[src/rtl/led_dbg_pkg.sv]
// Shared definitions for the LED debug display: view-mode encodings and a clog2 helper.
// Latency: n/a (package only).
// Backpressure: n/a.
package led_dbg_pkg;

  localparam logic [1:0] MODE_FLAGS    = 2'd0;
  localparam logic [1:0] MODE_MANUAL   = 2'd1;
  localparam logic [1:0] MODE_SCAN     = 2'd2;
  localparam logic [1:0] MODE_RAWFLAGS = 2'd3;

  // Ceiling log2, usable in constant expressions.
  function automatic int clog2(input int v);
    int r;
    r = 0;
    while ((1 << r) < v) r++;
    return r;
  endfunction

  // Index width that never collapses to zero bits.
  function automatic int idx_w(input int v);
    return (clog2(v) > 0) ? clog2(v) : 1;
  endfunction

endpackage

[src/rtl/scan_tick_gen.sv]
// Free-running divider that emits a one-cycle tick every SCAN_DIV enabled cycles.
// Latency: tick is combinational from the count; first tick SCAN_DIV cycles after restart.
// Backpressure: none; holds its count while disabled, restart forces the count to 0.
//
// Ports: i_clk/i_rst_n clock and async active-low reset; i_en counts when high;
//        i_restart synchronously zeroes the count (no tick that cycle); o_tick wrap pulse.
module scan_tick_gen
  import led_dbg_pkg::*;
#(
  parameter int SCAN_DIV = 25000000,
  localparam int CNT_W = idx_w(SCAN_DIV)
) (
  input  logic i_clk,
  input  logic i_rst_n,
  input  logic i_en,
  input  logic i_restart,
  output logic o_tick
);

  logic [CNT_W-1:0] r_cnt;
  logic             w_at_top;

  assign w_at_top = (r_cnt == CNT_W'(SCAN_DIV - 1));
  assign o_tick   = i_en & ~i_restart & w_at_top;

  always_ff @(posedge i_clk or negedge i_rst_n) begin
    if (!i_rst_n) begin
      r_cnt <= '0;
    end else if (i_restart) begin
      r_cnt <= '0;
    end else if (i_en) begin
      r_cnt <= w_at_top ? '0 : r_cnt + 1'b1;
    end
  end

endmodule

[src/rtl/led_debug_mux.sv]
// Board debug display: selects an LED-wide slice of a CPU debug channel, sticky or raw flags.
// Latency: 1 cycle from any input (mode/select/data/flags/capture) to LED.
// Backpressure: none; the LED register updates every cycle.
//
// Ports: CLK, RST (async active-low); ch_data packed channels (ch k at [k*DATA_W +: DATA_W]);
//        flags_in live flags; mode view select; ch_sel/slice_sel manual index; capture
//        (rising edge snapshots channels and freezes); release_frz unfreezes; clr_flags clears
//        sticky flags; LED registered display; frozen; scan_ch/scan_slice auto-scan position.
module led_debug_mux
  import led_dbg_pkg::*;
#(
  parameter int DATA_W   = 32,
  parameter int LED_W    = 8,
  parameter int NUM_CH   = 4,
  parameter int FLAG_W   = 8,
  parameter int SCAN_DIV = 25000000,
  localparam int NSLICE  = DATA_W / LED_W,
  localparam int CH_W    = idx_w(NUM_CH),
  localparam int SL_W    = idx_w(NSLICE)
) (
  input  logic                     CLK,
  input  logic                     RST,
  input  logic [NUM_CH*DATA_W-1:0] ch_data,
  input  logic [FLAG_W-1:0]        flags_in,
  input  logic [1:0]               mode,
  input  logic [CH_W-1:0]          ch_sel,
  input  logic [SL_W-1:0]          slice_sel,
  input  logic                     capture,
  input  logic                     release_frz,
  input  logic                     clr_flags,
  output logic [LED_W-1:0]         LED,
  output logic                     frozen,
  output logic [CH_W-1:0]          scan_ch,
  output logic [SL_W-1:0]          scan_slice
);

  logic                     r_cap_q;
  logic                     r_frozen;
  logic [NUM_CH*DATA_W-1:0] r_snap;
  logic [FLAG_W-1:0]        r_sticky;
  logic                     r_in_scan;
  logic [CH_W-1:0]          r_scan_ch;
  logic [SL_W-1:0]          r_scan_sl;
  logic [LED_W-1:0]         r_led;

  logic                     w_cap_pulse;
  logic                     w_frz_nxt;
  logic [NUM_CH*DATA_W-1:0] w_snap_nxt;
  logic [NUM_CH*DATA_W-1:0] w_src;
  logic [FLAG_W-1:0]        w_sticky_nxt;
  logic                     w_scan_en;
  logic                     w_scan_entry;
  logic                     w_tick;
  logic [CH_W-1:0]          w_ch_nxt;
  logic [SL_W-1:0]          w_sl_nxt;
  logic [CH_W-1:0]          w_sel_ch;
  logic [SL_W-1:0]          w_sel_sl;
  logic [LED_W-1:0]         w_slice;
  logic [LED_W-1:0]         w_sticky_led;
  logic [LED_W-1:0]         w_raw_led;
  logic [LED_W-1:0]         w_led_nxt;

  // Capture edge beats release when both land in the same cycle.
  assign w_cap_pulse  = capture & ~r_cap_q;
  assign w_frz_nxt    = w_cap_pulse | (r_frozen & ~release_frz);
  assign w_snap_nxt   = w_cap_pulse ? ch_data : r_snap;
  // Clear is applied before OR-ing in live flags, so a flag raised during clear survives.
  assign w_sticky_nxt = (clr_flags ? '0 : r_sticky) | flags_in;

  assign w_scan_en    = (mode == MODE_SCAN);
  assign w_scan_entry = w_scan_en & ~r_in_scan;

  scan_tick_gen #(
    .SCAN_DIV (SCAN_DIV)
  ) u_tick (
    .i_clk     (CLK),
    .i_rst_n   (RST),
    .i_en      (w_scan_en),
    .i_restart (w_scan_entry),
    .o_tick    (w_tick)
  );

  always_comb begin
    w_ch_nxt = r_scan_ch;
    w_sl_nxt = r_scan_sl;
    if (w_scan_entry) begin
      w_ch_nxt = '0;
      w_sl_nxt = '0;
    end else if (w_tick) begin
      if (r_scan_sl == SL_W'(NSLICE - 1)) begin
        w_sl_nxt = '0;
        w_ch_nxt = (r_scan_ch == CH_W'(NUM_CH - 1)) ? '0 : r_scan_ch + 1'b1;
      end else begin
        w_sl_nxt = r_scan_sl + 1'b1;
      end
    end
  end

  // The display is computed from next-state values so that LED, frozen and the scan
  // position outputs all describe the same view after each edge.
  assign w_src    = w_frz_nxt ? w_snap_nxt : ch_data;
  assign w_sel_ch = w_scan_en ? w_ch_nxt : ch_sel;
  assign w_sel_sl = w_scan_en ? w_sl_nxt : slice_sel;

  // Indices with no matching channel/slice fall through to zero.
  always_comb begin
    w_slice = '0;
    for (int k = 0; k < NUM_CH; k++) begin
      for (int s = 0; s < NSLICE; s++) begin
        if (w_sel_ch == CH_W'(k) && w_sel_sl == SL_W'(s)) begin
          w_slice = w_src[k*DATA_W + s*LED_W +: LED_W];
        end
      end
    end
  end

  if (FLAG_W >= LED_W) begin : g_flag_trunc
    assign w_sticky_led = w_sticky_nxt[LED_W-1:0];
    assign w_raw_led    = flags_in[LED_W-1:0];
  end else begin : g_flag_ext
    assign w_sticky_led = {{(LED_W-FLAG_W){1'b0}}, w_sticky_nxt};
    assign w_raw_led    = {{(LED_W-FLAG_W){1'b0}}, flags_in};
  end

  always_comb begin
    w_led_nxt = '0;
    case (mode)
      MODE_FLAGS:    w_led_nxt = w_sticky_led;
      MODE_MANUAL:   w_led_nxt = w_slice;
      MODE_SCAN:     w_led_nxt = w_slice;
      MODE_RAWFLAGS: w_led_nxt = w_raw_led;
      default:       w_led_nxt = '0;
    endcase
  end

  always_ff @(posedge CLK or negedge RST) begin
    if (!RST) begin
      r_cap_q   <= 1'b0;
      r_frozen  <= 1'b0;
      r_snap    <= '0;
      r_sticky  <= '0;
      r_in_scan <= 1'b0;
      r_scan_ch <= '0;
      r_scan_sl <= '0;
      r_led     <= '0;
    end else begin
      r_cap_q   <= capture;
      r_frozen  <= w_frz_nxt;
      r_snap    <= w_snap_nxt;
      r_sticky  <= w_sticky_nxt;
      r_in_scan <= w_scan_en;
      r_scan_ch <= w_ch_nxt;
      r_scan_sl <= w_sl_nxt;
      r_led     <= w_led_nxt;
    end
  end

  assign LED        = r_led;
  assign frozen     = r_frozen;
  assign scan_ch    = r_scan_ch;
  assign scan_slice = r_scan_sl;

endmodule

[config.mk]
export PLATFORM = sky130hd
export DESIGN_NAME = led_debug_mux
export DESIGN_NICKNAME = d
export VERILOG_FILES = /design/src/rtl/led_dbg_pkg.sv /design/src/rtl/scan_tick_gen.sv /design/src/rtl/led_debug_mux.sv
export SDC_FILE = /design/constraint.sdc
export NUM_CORES = 1
export LEC_CHECK = 0
export CORE_MARGIN = 4
export CORE_UTILIZATION = 41
export CTS_CLUSTER_DIAMETER = 150
export DETAILED_ROUTE_END_ITERATION = 10
export REMOVE_ABC_BUFFERS = 1
export SYNTH_ARGS = -nofsm -noshare
export SYNTH_HDL_FRONTEND = slang
export SYNTH_SLANG_ARGS = --single-unit
[constraint.sdc]
create_clock -name CLK -period 5.1 [get_ports CLK]
set_clock_uncertainty 0.2 [all_clocks]
set_input_delay 0.51 -clock CLK [delete_from_list [all_inputs] [get_ports CLK]]
set_output_delay 0.51 -clock CLK [all_outputs]
set_load 0.01 [all_outputs]
# Word level (Yosys, flattened, before mapping)
# Cells that the tools add are included.
# word_totals
in_bits,147
wordCells,88
output_inout_bits,13
register_bits,176
# classes
eq_ne,12
bitwise_logic,11
n_mux,32
reduce_logical,21
addsub,3
# ops
operator,n
2-to-1 mux 128 bit,2
2-to-1 mux 8 bit,17
2-to-1 mux 25 bit,3
adder 25 x 1 -> 25 bit (second input constant),1
equality test 25 bit (second input constant),1
one-hot mux 8 bit (3 select lines),1
2-to-1 mux 2 bit,9
equality test 2 bit (second input constant),8
logical AND 1 bit,16
OR 8 bit,1
equality test 2 x 1 -> 1 bit (second input constant),3
zero test 2 bit,3
bitwise AND 1 bit,5
adder 2 x 1 -> 2 bit (second input constant),2
NOT 1 bit,4
nonzero test 2 bit,1
OR reduction 2 bit,1
OR 1 bit,1

# Logic depth before layout (Yosys ltp)
# logic_depth
ltp_word,27
mapped_depth,14

# Hierarchy
# From an unflattened synthesis, not the netlist that was laid out.
# hier_totals
cells_unflattened,1254
area_unflattened_um2,10090.9
# by_module_without_submodules
mod,seq_area_each_um2,cells_per_inst,n_inst,area_each_um2
led_debug_mux,3778.6,1093,1,8658.3
scan_tick_gen,625.6,161,1,1432.6

# Least setup slack after synthesis
# Ideal clock, no wire load.
# synth_timing
kind,register to register
startpoint,register u_tick.r_cnt[0]
endpoint,"register r_led[1], in the netlist LED[1]"
setup_slack_ps,1596
stages_incl_launch_ff,13
period_less_slack_ps,3504
t_arrival_ps,3174
path_cell_list,dfrtp_1 > ha_1 > nand4_2 > or4_4 > or2_0 > buf_6 > a311oi_4 > or4b_1 > buf_6 > a21oi_2 > a21oi_1 > o41ai_1 > a21oi_1
# synth_via
elab_chain_cells,24
# synth_rtl
item,line,rtl
from (decl),scan_tick_gen.sv:20,logic [CNT_W-1:0] r_cnt;
from (signal assigned),scan_tick_gen.sv:32,r_cnt <= w_at_top ? '0 : r_cnt + 1'b1;
equality test 25 bit *,scan_tick_gen.sv:23,assign w_at_top = (r_cnt == CNT_W'(SCAN_DIV - 1));
bitwise AND 1 bit *,scan_tick_gen.sv:24,assign o_tick = i_en & ~i_restart & w_at_top;
2-to-1 mux 2 bit,led_debug_mux.sv:89,end else if (w_tick) begin
2-to-1 mux 2 bit,led_debug_mux.sv:86,if (w_scan_entry) begin
2-to-1 mux 2 bit (on tied branches),"led_debug_mux.sv:102, led_debug_mux.sv:103",
zero test 2 bit,led_debug_mux.sv:110,if (w_sel_ch == CH_W'(k) && w_sel_sl == SL_W'(s)) begin
logical AND 1 bit,led_debug_mux.sv:110,
2-to-1 mux 8 bit (15 in a row),led_debug_mux.sv:110,
2-to-1 mux 8 bit *,led_debug_mux.sv:110,
one-hot mux 8 bit (3 select lines) *,led_debug_mux.sv:127,case (mode)
via w_led_nxt[1],led_debug_mux.sv:61,logic [LED_W-1:0] w_led_nxt;
to (signal assigned),led_debug_mux.sv:154,r_led <= w_led_nxt;
to (decl),led_debug_mux.sv:44,logic [LED_W-1:0] r_led;
# The timed path passes the listed nets; every way through them passes the cells marked *.
# A chain may end at the register's enable or synchronous reset.

# Worst setup path in the final report
# layout_timing
startpoint,register u_tick.r_cnt[0]
endpoint,"register r_led[7], in the netlist LED[7]"
# Same word-level chain as after synthesis.

==> impl_metrics.csv <==
group,metric,value,unit
synthesis,ys_seq_area_share,44.92,%
synthesis,synth-warning-count,0,
critical_path,crit_chain,"ha_1, nand4_2, or4_4, or2_0, a311oi_4, or4b_1, a21oi_2, a21oi_1, o41ai_1, a21oi_1",
clock_tree,cts_sinks,176,
floorplan,pin_count,160,
cells_and_area,fin_area,12320,sq um
clock_tree,cts_buffer_depth,2,
place,dpl_cell_area,11730,sq um
synthesis,synth_edf_count,0,
global_routing,grt_antenna_before_repair,0,
timing,finalHoldViolations,24,
critical_path,required,5.21,ns
critical_path,crit_fanout,17,
route,wirelength,30130,um
global_routing,grt_pass1_wl,47410,um
cells_and_area,final_common_cell,"nand2_1",
timing,slew_viol_final,0,
place,dp.cells,1606,
critical_path,cp_top_family,"simple AND/OR/NAND/NOR gates",
clock_tree,postCtsResizedCells,0,
synthesis,async_flop_share,100.0,%
critical_path,worstPathBufferInverterCount,0,
clock_tree,cts_hold_buffers,0,
timing,fin_crit,4.333,ns
place,place_hpwl,21460,um
cells_and_area,final_cell_mix,"nand2_1 (426), dfrtp_1 (176), clkdlybuf4s50_1 (158)",
run_status,violations,"negative hold slack",
timing,setup_violations,0,
critical_path,critPathKind,"register to register",
clock_tree,cts_max_level,4,
power,power_density,307.8,nW/um^2
job,drv_cap,0,
synthesis,synth_cell_types,54,
route,via_per_inst,5.372,
cells_and_area,fillers,2243,
cells_and_area,seqCellArea,4404,sq um
timing,max_freq,0.2308,GHz
clock_tree,clockRootBuffer,"clkbuf_16",
route,dr.pass1.iters,5,
worst_hold_path,hold_path.class,"primary input to async pin",
place,numPortBuffers,159,
timing,worst_slack,0.7673,ns
floorplan,start_util,41.77,%
synthesis,ys.flop_type,"dfrtp_1",
power,total_power,3.793,mW
route,drc,0,
cells_and_area,drive_above_1_share,6.141,%
floorplan,core,23470,sq um
power,ir_worst_vdd,0.0002095,V
cells_and_area,antenna_cells,0,
cells_and_area,fin_util,52.50,%
cells_and_area,fin_cells,1638,
floorplan,die_h,162.6,um
synthesis,avgSynthCellArea,8.316,sq um
global_routing,grt_start_max_net_pins,129,
timing,worstMarginPinSlew,0.9641,ns
timing,tns,0,ns
cells_and_area,multi_input_area,5092,sq um
critical_path,cpPeakStageDelay,0.77,ns
place,gp_congestion,0.8668,
critical_path,crit_arrival,4.44,ns
clock_tree,clk_pin_slew,0.08,ns
synthesis,synth_top_area_share,44.92,%
critical_path,crit_top_cell,"a21oi_1",
critical_path,crit_slowest_cell,"a311oi_4",
route,routedWlPerCell,18.39,um
synthesis,netlist_top_cells_area,"dfrtp_1 (45%), nand2_1 (16%), mux2i_1 (11%), a21oi_1 (3.3%), o21ai_0 (2.5%)",
global_routing,grt_overflow_total,0,
route,antenna_left,0,
critical_path,startpoint_type,"register",
clock_tree,clk_latency,0.44,ns
synthesis,ys_ff_latch,176,
timing,slew_headroom,35.73,%
clock_tree,cts_setup_buffers,0,
cells_and_area,syn_to_final_growth,25.69,%
synthesis,postSynthCellCount,1179,
run_status,status,"finished, violations left",
floorplan,die-area,26450,sq um
place,place_ws,0.4786,ns
clock_tree,cts_tree,"yes",
timing,hold_ws,-0.06503,ns
power,leakage,5.707,nW
synthesis,synth_area_leader_cell,"dfrtp_1",
clock_tree,cts_buffers,17,
timing,period_share,84.95,%
synthesis,synth_area,9804,sq um
global_routing,grt_pass1_vias,8420,
global_routing,grtUsageTotal,22.78,%
timing,grt_setup_unrepaired,"false",
floorplan,die_x,162.6,um
route,num_vias,8800,
cells_and_area,fin_nets,1460,
critical_path,end_kind,"register",
floorplan,num_rows,56,
route,drtIter0Drc,679,
[worst reg2reg max path, cell delays in order, from the launching register on]
cell	delay, ns
dfrtp_1	0.40
ha_1	0.24
nand4_2	0.18
or4_4	0.53
or2_0	0.35
a311oi_4	0.77
or4b_1	0.72
a21oi_2	0.18
a21oi_1	0.07
o41ai_1	0.41
a21oi_1	0.14
[metal layers]
layer  global-route usage (%)  wire length (um)
met4                    4.918               412
met5                        0                 0
met3                    4.252              1666
met2                    36.32             14110
met1                    32.64             13940
[cell usage after synthesis, types with 5 or more instances]
master and number:
nand2_1 426, dfrtp_1 176, mux2i_1 104, a21oi_1 64
nor2_1 56, o21ai_0 49, clkbuf_1 42, nor3_1 26
nand3_1 23, a31oi_1 17, buf_1 16, inv_1 14
a21o_1 10, o22ai_1 9, or2_2 9, a211oi_1 8
a22o_1 8, nor4_1 8, o41ai_1 8, a21oi_2 7
buf_2 7, ha_1 7, o21a_1 7, o311a_1 7
nor2b_1 6, mux2_1 5, xor2_1 5
[area by class of cell]
type,instances,area share [%]
Inverter,14,0.4264
Timing Repair Buffer,178,14.49
Clock buffer,18,3.564
Tap cell,319,3.239
Multi-Input combinational cell,919,41.32
Clock inverter,14,1.218
Sequential cell,176,35.74
[state kept, by name (all words and copies together) (netlist names), 2 cells and up]
name	cells
r_snap	128
scan_slice	2
LED	8
scan_ch	2
u_tick.r_cnt	25
r_sticky	8
[cells by family after synthesis]
kind of cell,after synthesis,share of synthesized area [%]
and+or+nand+nor,581,24.50
AOI/OAI and AO/OA,210,13.69
DFF,176,44.92
muxes,112,11.54
buffers and inverters,84,3.650
xor gates and xnor gates,9,0.8039
adders and majority gates,7,0.8933
[power breakdown]
group | switching [mW] | internal [mW]
clock | 0.601 | 0.742
combinational | 0.469 | 0.356
sequential | 0.0729 | 1.55
total | 1.14 | 2.65
[worst paths after layout]
kind	start	endpoint	slack, ns	cells after the start
setup / recovery	u_tick.r_cnt[0]	LED[7]	0.77	10
hold / removal	RST	r_snap[43]	-0.07	1
setup reg to reg	u_tick.r_cnt[0]	LED[7]	0.77	10
hold reg to reg	r_snap[60]	r_snap[60]	0.27	2
max in group asynchronous	RST	LED[4]	3.64	2
min in group CLK	r_snap[60]	r_snap[60]	0.27	2
Power figures use the tool's default switching activity.
